$ cat src/rtl/multicycle_control_unit.sv
`default_nettype none
// ============================================================================
// Module   : multicycle_control_unit
// Purpose  : Main control FSM for the multicycle MIPS datapath. Sequences
//            fetch / decode / execute / memory / writeback for each
//            instruction from the IR opcode. Drives all datapath mux selects
//            and write enables, and stalls on the memory handshake. Produces
//            the 2-bit alu_Op consumed by alu_control_unit
//            (00 add, 01 subtract, 10 decode function field).
// Config   : ADDI_EN -- when defined, addi is decoded and the ADDI_EXEC and
//            ADDI_WB states are live. When undefined, addi raises illegal_op
//            and codes 10/11 behave like the unused codes 12-15.
// Ports    : clk, reset (sync, active-high)
//            opcode[5:0]   IR[31:26], stable from the end of FETCH
//            mem_ready     memory access completes in the cycle it is high
//            pc_write, pc_write_cond, i_or_d, mem_read, mem_write, ir_write,
//            mem_to_reg, reg_dst, reg_write, alu_src_a, alu_src_b[1:0],
//            alu_Op[1:0], pc_source[1:0]   datapath controls
//            illegal_op    one-cycle pulse for an unsupported opcode in DECODE
//            state[3:0]    current state code (debug)
// Revision : 1.0 - initial release
// ============================================================================
module multicycle_control_unit #(
  parameter logic [5:0] OP_RTYPE = 6'b000000,
  parameter logic [5:0] OP_LW    = 6'b100011,
  parameter logic [5:0] OP_SW    = 6'b101011,
  parameter logic [5:0] OP_BEQ   = 6'b000100,
  parameter logic [5:0] OP_J     = 6'b000010,
  parameter logic [5:0] OP_ADDI  = 6'b001000
) (
  input  logic       clk,
  input  logic       reset,
  input  logic [5:0] opcode,
  input  logic       mem_ready,
  output logic       pc_write,
  output logic       pc_write_cond,
  output logic       i_or_d,
  output logic       mem_read,
  output logic       mem_write,
  output logic       ir_write,
  output logic       mem_to_reg,
  output logic       reg_dst,
  output logic       reg_write,
  output logic       alu_src_a,
  output logic [1:0] alu_src_b,
  output logic [1:0] alu_Op,
  output logic [1:0] pc_source,
  output logic       illegal_op,
  output logic [3:0] state
);

  typedef enum logic [3:0] {
    S_FETCH      = 4'd0,
    S_DECODE     = 4'd1,
    S_MEM_ADDR   = 4'd2,
    S_MEM_READ   = 4'd3,
    S_MEM_WB     = 4'd4,
    S_MEM_WRITE  = 4'd5,
    S_EXECUTE    = 4'd6,
    S_R_COMPLETE = 4'd7,
    S_BRANCH     = 4'd8,
    S_JUMP       = 4'd9,
    S_ADDI_EXEC  = 4'd10,
    S_ADDI_WB    = 4'd11
  } state_t;

  state_t r_state;
  state_t w_next_state;

  always_ff @(posedge clk) begin
    if (reset) begin
      r_state <= S_FETCH;
    end else begin
      r_state <= w_next_state;
    end
  end

  assign state = r_state;

  always_comb begin
    w_next_state  = S_FETCH;
    pc_write      = 1'b0;
    pc_write_cond = 1'b0;
    i_or_d        = 1'b0;
    mem_read      = 1'b0;
    mem_write     = 1'b0;
    ir_write      = 1'b0;
    mem_to_reg    = 1'b0;
    reg_dst       = 1'b0;
    reg_write     = 1'b0;
    alu_src_a     = 1'b0;
    alu_src_b     = 2'b00;
    alu_Op        = 2'b00;
    pc_source     = 2'b00;
    illegal_op    = 1'b0;

    case (r_state)
      S_FETCH: begin
        // PC+4 and IR load only commit in the cycle the read completes;
        // the read request itself is held steady through the stall.
        mem_read     = 1'b1;
        alu_src_b    = 2'b01;
        ir_write     = mem_ready;
        pc_write     = mem_ready;
        w_next_state = mem_ready ? S_DECODE : S_FETCH;
      end
      S_DECODE: begin
        // Speculatively compute the branch target into ALUOut.
        alu_src_b = 2'b11;
        case (opcode)
          OP_LW, OP_SW: w_next_state = S_MEM_ADDR;
          OP_RTYPE:     w_next_state = S_EXECUTE;
          OP_BEQ:       w_next_state = S_BRANCH;
          OP_J:         w_next_state = S_JUMP;
`ifdef ADDI_EN
          OP_ADDI:      w_next_state = S_ADDI_EXEC;
`else
          OP_ADDI:      illegal_op   = 1'b1;
`endif
          default:      illegal_op   = 1'b1;
        endcase
      end
      S_MEM_ADDR: begin
        alu_src_a    = 1'b1;
        alu_src_b    = 2'b10;
        w_next_state = (opcode == OP_SW) ? S_MEM_WRITE : S_MEM_READ;
      end
      S_MEM_READ: begin
        mem_read     = 1'b1;
        i_or_d       = 1'b1;
        w_next_state = mem_ready ? S_MEM_WB : S_MEM_READ;
      end
      S_MEM_WB: begin
        reg_write  = 1'b1;
        mem_to_reg = 1'b1;
      end
      S_MEM_WRITE: begin
        mem_write    = 1'b1;
        i_or_d       = 1'b1;
        w_next_state = mem_ready ? S_FETCH : S_MEM_WRITE;
      end
      S_EXECUTE: begin
        alu_src_a    = 1'b1;
        alu_Op       = 2'b10;
        w_next_state = S_R_COMPLETE;
      end
      S_R_COMPLETE: begin
        reg_write = 1'b1;
        reg_dst   = 1'b1;
      end
      S_BRANCH: begin
        alu_src_a     = 1'b1;
        alu_Op        = 2'b01;
        pc_write_cond = 1'b1;
        pc_source     = 2'b01;
      end
      S_JUMP: begin
        pc_write  = 1'b1;
        pc_source = 2'b10;
      end
`ifdef ADDI_EN
      S_ADDI_EXEC: begin
        alu_src_a    = 1'b1;
        alu_src_b    = 2'b10;
        w_next_state = S_ADDI_WB;
      end
      S_ADDI_WB: begin
        reg_write = 1'b1;
      end
`endif
      default: begin
        // Unused codes: outputs stay at their defaults, recover to FETCH.
      end
    endcase

    // Reset blanks every control so an aborted instruction cannot write.
    if (reset) begin
      pc_write      = 1'b0;
      pc_write_cond = 1'b0;
      i_or_d        = 1'b0;
      mem_read      = 1'b0;
      mem_write     = 1'b0;
      ir_write      = 1'b0;
      mem_to_reg    = 1'b0;
      reg_dst       = 1'b0;
      reg_write     = 1'b0;
      alu_src_a     = 1'b0;
      alu_src_b     = 2'b00;
      alu_Op        = 2'b00;
      pc_source     = 2'b00;
      illegal_op    = 1'b0;
    end
  end

endmodule
`default_nettype wire

$ cat config.mk
export PLATFORM = sky130hd
export DESIGN_NAME = multicycle_control_unit
export DESIGN_NICKNAME = d
export VERILOG_FILES = /design/src/rtl/multicycle_control_unit.sv
export SDC_FILE = /design/constraint.sdc
export NUM_CORES = 1
export LEC_CHECK = 0
export CAP_MARGIN = 10
export CORE_MARGIN = 2
export CORE_UTILIZATION = 37
export CTS_CLUSTER_SIZE = 20
export DETAILED_ROUTE_END_ITERATION = 8
export PLACE_DENSITY = 0.78
export SYNTH_ARGS = -nofsm -noshare
export SYNTH_HDL_FRONTEND = slang
export SYNTH_SLANG_ARGS = --single-unit
$ cat constraint.sdc
create_clock -name clk -period 1.8 [get_ports clk]
set_clock_uncertainty 0.1 [all_clocks]
set_input_delay 0.27 -clock clk [delete_from_list [all_inputs] [get_ports clk]]
set_output_delay 0.27 -clock clk [all_outputs]
set_load 0.02 [all_outputs]
==> results summary, run 1 <==
The run finished, with violations left. The checks that failed: negative setup slack. The library cell used most frequently in the layout, excluding fill and tap cells, is sky130_fd_sc_hd__buf_4. The endpoint of the worst-slack reg-to-reg timing path is state[1].

The worst endpoint data arrival time came out at around 1.5 ns. The remaining routing DRC violations is 0. The number of flip-flops in the largest register came out at 4. In the synthesized netlist the dominant register cell turns out to be sky130_fd_sc_hd__dfxtp_1. The post-detailed-routing wire length came out at about 2 mm.

The number of global-route vias before repair is 682. For the finished layout, the period the worst path requires is ~1.8 ns. The root cell of the clock tree is sky130_fd_sc_hd__clkbuf_4. The total of warnings raised by yosys is 0.

The worst slew slack as a fraction of its limit is about 80%. The detailed router's first-iteration violation count came out at 14. The register bit count reported by yosys is 4. The clock transition time at the flip-flop clock pins of the worst setup and hold paths came out at 0.04 ns.

Clock tree synthesis found a total of 4 sinks. For the pin with the worst max-slew slack, the measured transition is between 0.2 and 0.3 ns. The number of antenna cells inserted is 0. The H-tree depth reported by CTS is 1.

The number of cell rows came out at 13. The routability congestion estimate from global placement is 0.8272. The proportion of synthesized chip area in sequential cells is 15.17%.

The pre-antenna-repair detailed-routing pass consisted of 4 iterations. The hold violation count in the final report is 0. The ratio of total power to cell area came out at between 300 and 400 mW/mm2.

The number of cells on the worst reg-to-reg path is 5. The library cells used most frequently in the layout, excluding fill and tap cells, are 28 x sky130_fd_sc_hd__buf_4, 10 x sky130_fd_sc_hd__nor2_1, 6 x sky130_fd_sc_hd__clkbuf_2. The count of vias placed by the detailed router is between 700 and 800. The final count of pins violating max slew is 0. For this run, the post-layout net count is 134. STA classifies the critical path startpoint as a register.

In the final layout, the share of cells above drive strength 1 is 51.22%. The critical path is of the register to output pin type. The period utilization came out at 102.5%. The maximum achievable frequency came out at 542.1 MHz. The clock latency on the worst-skew pair is between 0.2 and 0.25 ns. STA classifies the critical path endpoint as an output pin. The relative area change from synthesis to final layout came out at 92.42%. The HPWL reported at the end of detailed placement came out at between 1 and 1.5 mm.

The die is 41.78 um tall. Setup repair after global routing could not meet its margin everywhere. The peak supply drop came out at 257.8 uV. Yosys mapped the design onto 32 distinct sky130hd cell types. The number of nets in the synthesized netlist is 83. Following the worst setup path forward leads to its endpoint at illegal_op. Entering global routing, the biggest net connects 15 pins. The worst-case register-to-register setup slack came out at ~0.21 ns. Dividing the detail-routed wire length by the instance count gives 14.45 um. The largest fanout on the critical path came out at 3.

The worst hold path class is input port to register. In this run the critical register-to-register path is launched from state[2]. The setup violation total in the final timing report is 2.

The core region is about 0.0013 mm2. For this run, the slowest stage of the critical path takes ~0.42 ns. The post-synthesis average cell area is approximately 7.1 um2. The total congestion overflow came out at 0. Walking the worst path, the cells encountered are or3_4, a2111oi_4, buf_4. The number of instances in the synthesized netlist is 74. The cell area after synthesis came out at about 530 um2. At the worst endpoint, the required time is about 1.4 ns. The maximum buffer depth of the clock tree is 2. The total global-route track usage came out at 23.35%. Across all setup checks in the final design, the least slack found is -0.04455 ns. The effective utilization at floorplan came out at ~40%. The number of violations of the max-capacitance limit is 0. The number of buffers inserted during clock tree synthesis came out at 3. In the routed layout, each cell is associated on average with a via count of 5.261. The number of I/O port buffers came out at 29. The slowest library cell on the worst path is sky130_fd_sc_hd__or3_4. The pre-CTS worst setup slack came out at -0.6330 ns. For this design, the CTS-stage hold fixing added 0 buffers.

The first global-routing pass estimated 3.208 mm of wire. After routing, the total negative slack on setup checks comes to -0.08505 ns. In this run the static leakage power is a little under 0.0005 uW. The number of nets with antenna violations after detailed routing came out at 0. The number of enable flip-flop cells after synthesis is 0. The die covers 0.001745 mm2. For this design the top-level I/O count stands at 30. The fraction of synthesis flops using an asynchronous set or reset pin came out at 0%. The critical path starts at state[3]. The initial antenna violation count is 0. TritonCTS built the clock tree.

The die boundary width is around 42 um.
per-layer routing:
layer / wire length (um) / part of all wire [%] / track usage (%)
met4: 4 / 0.20 / 3.871
met2: 1077 / 54 / 39.69
met3: 59 / 3.0 / 3.478
met1: 852 / 43 / 31.33
met5: 0 / 0 / 0
cell usage after synthesis (2+ instances only):
master                    count  area [um2]
sky130_fd_sc_hd__nand2_1      6       22.52
sky130_fd_sc_hd__o21ai_0      3       15.01
sky130_fd_sc_hd__or3_4        2       22.52
sky130_fd_sc_hd__xnor2_1      2       17.52
sky130_fd_sc_hd__dfxtp_1      4       80.08
sky130_fd_sc_hd__nor2_1      12       45.04
sky130_fd_sc_hd__buf_2        5       25.02
sky130_fd_sc_hd__nor3b_1      3       22.52
sky130_fd_sc_hd__a21oi_1      5       25.02
sky130_fd_sc_hd__nand3_1      2       10.01
sky130_fd_sc_hd__nor3_1       7       35.03
sky130_fd_sc_hd__nor2b_1      3       18.77
per-stage QoR:
stage | cell area [um2] | util, % | instances | hold slack [ns] | total power (uW)
floorplan | 551.8 | - | 74 | 0.3219 | 183.6
global placement | 982.2 | 74.55 | 133 | 0.6063 | 272.8
detailed placement | 982.2 | 74.55 | 133 | 0.6100 | 275.9
CTS | 1031 | 78.25 | 138 | 0.4905 | 384.5
global route | 1016 | 77.11 | 138 | 0.4551 | 410.5
finish | 1016 | 77.11 | 138 | 0.4214 | 389.5
how the worst min path moves through the flow:
| stage | startpoint | endpoint | slack (ns) | cells after the start |
|---|---|---|---|---|
| 2_1_floorplan | opcode[1] | state[0] | 0.32 | 2 |
| 3_3_place_gp | state[3] | state[2] | 0.61 | 3 |
| 3_5_place_dp | state[3] | state[2] | 0.61 | 3 |
| 4_1_cts | opcode[0] | state[0] | 0.49 | 4 |
| 5_1_grt | opcode[3] | state[0] | 0.46 | 4 |
| 6_report | opcode[5] | state[0] | 0.42 | 4 |
where the power goes:
| part | switching [uW] | internal [uW] | leakage, uW |
|---|---|---|---|
| registers | 3.85 | 93.1 | 0.0000338 |
| clock network | 32.3 | 74.3 | 0.0000138 |
| logic | 95.2 | 90.8 | 0.000442 |
| total | 131 | 258 | 0.000490 |
worst max-delay path: cells and delay by family (launching register included):
kind / cells / cell delay (ns)
buffers and inverters: 1 / 0.19
AOI/OAI and AO/OA: 1 / 0.33
DFF: 1 / 0.31
and+or+nand+nor: 1 / 0.42
cells by family after synthesis:
kind of cell    synth area share (%)
buf+inv                        9.004
mux                            1.896
flops                          15.17
xor+xnor                       4.977
simple gates                   50.24
compound gates                 18.72
cell type report:
class / count / area [um2]
Sequential cell: 4 / 83.83
Clock buffer: 3 / 22.52
Inverter: 1 / 3.754
Timing Repair Buffer: 53 / 414.1
Tap cell: 15 / 18.77
Multi-Input combinational cell: 62 / 473.0
Fill cell: 97 / 301.5
timing repair:
item | CTS | global route
pin swaps | 4 | 1
endpoints found under the setup margin | 18 | 16
gates resized for setup | 69 | 24
gates cloned | 0 | 0
setup buffers | 2 | 0
Note: power is estimated with default switching activity, not from simulation.
==> inputs of run 2 (changes only) <==
- SETUP_SLACK_MARGIN: default -> 0.02
==> run 2 against run 1 <==
Net effect: the flow now finishes without violations; via count decreased by 0.28%; die area unchanged; flip-flop and latch count unchanged; non-clock buffer count increased by 3; register-to-register slack improved by 0.02 ns; wire length rose by 3.7%; combinational power up 3%; total power is 4.9% higher; sequential power up 1%; largest power group unchanged.
==> results summary, run 2 (synthesis results as in run 1) <==
The worst-case register-to-register setup slack is about 0.23 ns. The flow ran to the end, and the final reports show no timing, DRC or antenna violations. The number of nets with antenna violations after detailed routing is 0. The per-cell via count in the routed design is 5.135. The total number of cells along the worst setup path came out at 3. The root cell of the clock tree is sky130_fd_sc_hd__clkbuf_4.

The number of cell rows came out at 13. The overall die height is 41.78 um. In this run the tool buffered the top-level ports with 29 buffer cells. The initial utilization of the core area, before any placement, comes to around two fifths.

The register with the most flip-flops in the layout has 4 of them. The clock transition time at the flip-flop clock pins of the worst setup and hold paths came out at 0.04 ns. In the layout the commonest cells are 31 x sky130_fd_sc_hd__buf_4, 10 x sky130_fd_sc_hd__nor2_1, 10 x sky130_fd_sc_hd__buf_2. The hold path startpoint is opcode[5]. The worst hold path terminates at state[0]. STA classifies the critical path startpoint as a register. The worst register-to-register path ends at state[1]. The average routed wire per standard cell came out at between 10 and 15 um. The multi-input combinational cell area is between 400 and 500 um2.

The sink count of the clock tree came out at 4. The slowest library cell on the worst path is sky130_fd_sc_hd__or3_4. The fraction of layout instances using a drive strength above 1 is between 50 and 60%. The buffer and inverter count on the worst path came out at 1.

The layout has about 100 filler cells. The worst endpoint data arrival time is roughly 1.4 ns. The worst register-to-register path begins at state[2]. In this run the deepest clock path goes through 2 buffers.

The placed cell count came out at 136. The register area came out at between 80 and 90 um2. Max-cap violations in this run came to 0. The finished layout holds between 100 and 150 standard cells, fillers aside. The pre-CTS worst setup slack came out at -0.6219 ns.

The detailed router's first-iteration violation count is 9. The depth of the most critical reg-to-reg path is 5. Compared with the post-synthesis result, the final layout area differs by 98.10%.

The library cell used most frequently in the layout, excluding fill and tap cells, is sky130_fd_sc_hd__buf_4. The worst setup path is captured at an output pin. The remaining routing DRC violations came out at 0. The maximum achievable frequency came out at 556.6 MHz. The post-route worst setup slack came out at approximately 0.0033 ns. The final count of pins violating max slew is 0. The period utilization is 99.82%. The maximum number of pins on one net before global-route repair came out at 15. The CTS tree is yes. The total congestion overflow came out at 0. The die covers between 0.0015 and 0.002 mm2. The first-pass GRT wire length is 3.312 mm. The setup violation total in the final timing report is 0.

The worst hold path class is input port to register. After routing, the total negative slack on setup checks comes to 0 ns. From left edge to right edge, the die measures around 42 um. The critical path is of the register to output pin type.

The final layout contains roughly 140 nets. The placed cell area came out at 0.001018 mm2. The worst slew slack as a fraction of its limit came out at a little over four fifths.

The required time at the worst-slack endpoint is about 1.4 ns. The number of global-route vias before repair was roughly 790. The largest stage delay on the critical path came out at ~0.42 ns.

The hold violation count in the final report came out at 0. The number of buffers inserted during clock tree synthesis came out at 3. The number of stages on the worst hold path came out at 4. 30 I/O pins were placed. In this run the power density over the cells is 390.7 mW/mm2. The slew at the pin closest to its max-slew limit came out at between 0.2 and 0.25 ns. The cell leakage power came out at 0.0005531 uW.

The hold-fix buffer count after cts is 0. For this run, the total global-route usage over all layers was measured as roughly 24%. The HPWL reported at the end of detailed placement came out at roughly 1.4 mm. The family with the most delay on the worst path is simple AND/OR/NAND/NOR gates. The count of vias placed by the detailed router is a little over 700. The final critical delay including setup and external delays came out at approximately 1.8 ns. The number of antenna cells inserted is 0. The routability congestion estimate from global placement is roughly 0.79.

The minimum hold slack is between 0.4 and 0.5 ns. Walking the worst path, the cells encountered are or3_4, a2111oi_4, buf_4. The H-tree depth reported by CTS is 1. The initial antenna violation count came out at 0. The clock latency on the worst-skew pair came out at between 0.2 and 0.25 ns. The cell area after layout came out at 0.001046 mm2. The largest fanout on the critical path is 3.

The total core area is roughly 0.0013 mm2. Setup repair after global routing could not meet its margin everywhere. The total iterations of the first detailed-routing run is 4.

The post-detailed-routing wire length is 2.068 mm. The peak supply drop came out at ~340 uV.
[run 2: cell count changes in the layout (fill, tap and decap cells not counted), moves of 2 or more]
cell / previous run / this run
sky130_fd_sc_hd__clkdlybuf4s50_1: 5 / 1
sky130_fd_sc_hd__buf_2: 4 / 10
sky130_fd_sc_hd__buf_4: 28 / 31
sky130_fd_sc_hd__clkbuf_2: 6 / 1
sky130_fd_sc_hd__dlygate4sd2_1: 4 / 6
[run 2: metal layers]
metal | vias up | wire length [um] | global-route usage [%]
met5 | - | 0 | 0
met3 | 2 | 79 | 4.783
met1 | 330 | 867 | 25.19
li1 | 371 | - | -
met2 | 21 | 1105 | 44.69
met4 | 0 | 16 | 12.90
[run 2: worst min-delay path, cell delays in order]
cell                            delay, ns
sky130_fd_sc_hd__dlygate4sd2_1       0.24
sky130_fd_sc_hd__nor3_1              0.07
sky130_fd_sc_hd__nand3_1             0.09
sky130_fd_sc_hd__a21oi_1             0.07
[run 2: report_power, final]
part	total (uW)	internal, uW	switching [uW]
Combinational	192	96.9	95.6
Sequential	98.3	92.9	5.45
Clock	118	75.0	42.8
Total	409	265	144
[run 2: area by class of cell]
cell class	instances	area share [%]
multi-input cells	62	46.41
flip-flops and latches	4	7.895
inverters	1	0.3589
clock buffers	3	2.153
repair buffers	56	41.39
well taps	15	1.794
[run 2: per-stage QoR]
step	util (%)	total power, uW
after floorplan	-	186.9
after global placement	77.30	282.6
after detailed placement	77.30	285.2
after CTS	78.16	392.2
after global routing	79.39	429.5
final	79.39	408.6
[run 2: worst max-delay path by stage]
| stage | from | endpoint | slack [ns] |
|---|---|---|---|
| after floorplan | state[3] | illegal_op | 0.03 |
| after global placement | opcode[0] | illegal_op | -0.61 |
| after detailed placement | opcode[0] | illegal_op | -0.62 |
| after CTS | state[2] | illegal_op | -0.002 |
| after global routing | state[2] | illegal_op | -0.07 |
| final | state[2] | illegal_op | 0.003 |
[run 2: what timing repair did]
item,4_1_cts,5_1_grt
gates resized for setup,83,23
pin swaps,4,1
setup buffers,2,0
setup endpoints to repair,18,17
==> edit: new RTL, flow settings as in run 2 <==
Build with the macro `ADDI_EN` defined.
--- a/src/rtl/multicycle_control_unit.sv
+++ b/src/rtl/multicycle_control_unit.sv
@@ -21,4 +21,6 @@
 // Revision : 1.0 - initial release
 // ============================================================================
+`define ADDI_EN
+
 module multicycle_control_unit #(
   parameter logic [5:0] OP_RTYPE = 6'b000000,
Formal check against the unedited RTL: not equivalent (a bounded check fails within 4 cycles, from zero or initial values and one cycle with reset high).
==> edit against run 2 <==
Clock power is 4% higher. Global-route usage is 0.071 points lower. Design area is 11% higher. Routed wire length is 21% higher. Sequential cell count stayed put. Hold slack worse by 0.036 ns. Total power is 10% lower. Worst setup slack better by 0.016 ns. Non-clock buffer count is 7 higher. Sequential share of layout area is 0.48 points lower. Area after synthesis is 5.0% higher. Die area is 4.5% higher. Via count is 26% higher.
==> edit: results (changes against run 2) <==
| Metric | Value |
|---|---|
| Netlist cell types | 33 (was 32) |
| Pin count of the biggest net entering global routing | 15 (unchanged) |
| Worst r2r dst | state[2] (was state[1]) |
| Vias in the first global route | 851 (was 786) |
| Peak supply drop | 0.248 mV (was 0.338 mV) |
| Syn nets | 94 (was 83) |
| Met2 Usage GRT | 47.9% (was 44.7%) |
| Main area contributors after synthesis | dfxtp_1 14%, nor2_1 8.8%, nor3_1 5.4% (was dfxtp_1 15%, nor2_1 8.5%, nor3_1 6.6%) |
| Setup crit end | reg_write (was illegal_op) |
| Met3 usage | 1.70% (was 4.78%) |
| Vias | 913 (was 724) |
| Routed wire length | 2.49 mm (was 2.07 mm) |
| Die area | 0.00182 mm² (was 0.00175 mm²) |
| Delay-heaviest family, CP | flip-flops (was simple AND/OR/NAND/NOR gates) |
| Metal3 WL | 103 µm (was 79 µm) |
| Logic inverters | 0 (was 1) |
| Routed length on met2 | 1.38 mm (was 1.11 mm) |
| DR WL/cell | 15.9 µm (was 14.7 µm) |
| Sequential share of the synthesized area | 14.4% (was 15.2%) |
| CP max stage cell | dfxtp_4 (was or3_4) |
| DR top layer | met4 (unchanged) |
| Reg2reg path depth | 7 (was 5) |
| Pleak | 0.000543 µW (was 0.000553 µW) |
| Avg Cell Area, Syn | 6.52 µm² (was 7.14 µm²) |
| Fraction of area in multi-input gates | 49.5% (was 46.4%) |
| Crit-path max cell delay | 0.38 ns (was 0.42 ns) |
| Worst Tran Pin Value | 0.483 ns (was 0.250 ns) |
| Filler cell count | 82 (was 104) |
| Top post-synthesis cells by count | 13 x nor2_1, 7 x nand2_1, 6 x nor3_1 (was 12 x nor2_1, 7 x nor3_1, 6 x nand2_1) |
| Crit path max fanout | 7 (was 3) |
| Met1 Use GR | 25.4% (was 25.2%) |
| Signal buffers | 63 (was 56) |
| Run status | complete, no violations (unchanged) |
| Share of layout cells above drive strength 1 | 58.5% (was 54.0%) |
| Seq_cells | 4 (unchanged) |
| Pre-CTS WS | -0.793 ns (was -0.622 ns) |
| #MultiIn Comb | 72 (was 62) |
| Post_cts resized | 87 (was 83) |
| FMAX | 562 MHz (was 557 MHz) |
| Fraction of area in non-clock buffers | 39.6% (was 41.4%) |
| Register share of the cell area | 7.42% (was 7.89%) |
| GPL Wtd Cong | 0.885 (was 0.785) |
| Worst flop-to-flop path startpoint | state[1] (was state[2]) |
| First DRT Iteration DRCs | 22 (was 9) |
| Placed insts | 151 (was 136) |
| Sw power | 129 µW (was 144 µW) |
| First-pass GRT wire length | 3.48 mm (was 3.31 mm) |
| Gr usage total | 24.1% (was 24.2%) |
| Clock network area share | 1.94% (was 2.15%) |
| Nets | 153 (was 137) |
| Dpl hpwl | 1.58 mm (was 1.40 mm) |
| Max FFs per register | 4 (unchanged) |
| Placed Area | 0.00111 mm² (was 0.00102 mm²) |
| Pwr/cell area | 315 mW/mm² (was 391 mW/mm²) |
[edit: how the worst min path moves through the flow]
stage          startpoint  endpoint  slack [ns]  cells after the start
3_3_place_gp     state[2]  state[2]        0.55                      3
3_5_place_dp     state[2]  state[2]        0.57                      3
4_1_cts         opcode[4]  state[1]        0.39                      5
6_report        opcode[4]  state[0]        0.41                      5
5_1_grt         opcode[3]  state[2]        0.45                      4
2_1_floorplan   opcode[1]  state[0]        0.34                      2
[edit: cell families after synthesis]
| logic type | Yosys count | share of synthesized area, % |
|---|---|---|
| AO/OA/AOI/OAI | 19 | 23.0 |
| XOR/XNOR | 3 | 4.74 |
| buffers and inverters | 9 | 7.90 |
| flip-flops | 4 | 14.4 |
| AND/OR/NAND/NOR | 50 | 49.9 |
[edit: power groups by stage]
stage,registers [µW],logic (µW),clock network [µW]
3_3_place_gp,93.3,143,0
2_1_floorplan,95.8,60.4,0
6_report,90.8,153,123
3_5_place_dp,93.5,147,0
5_1_grt,91.2,163,119
4_1_cts,92.3,143,115
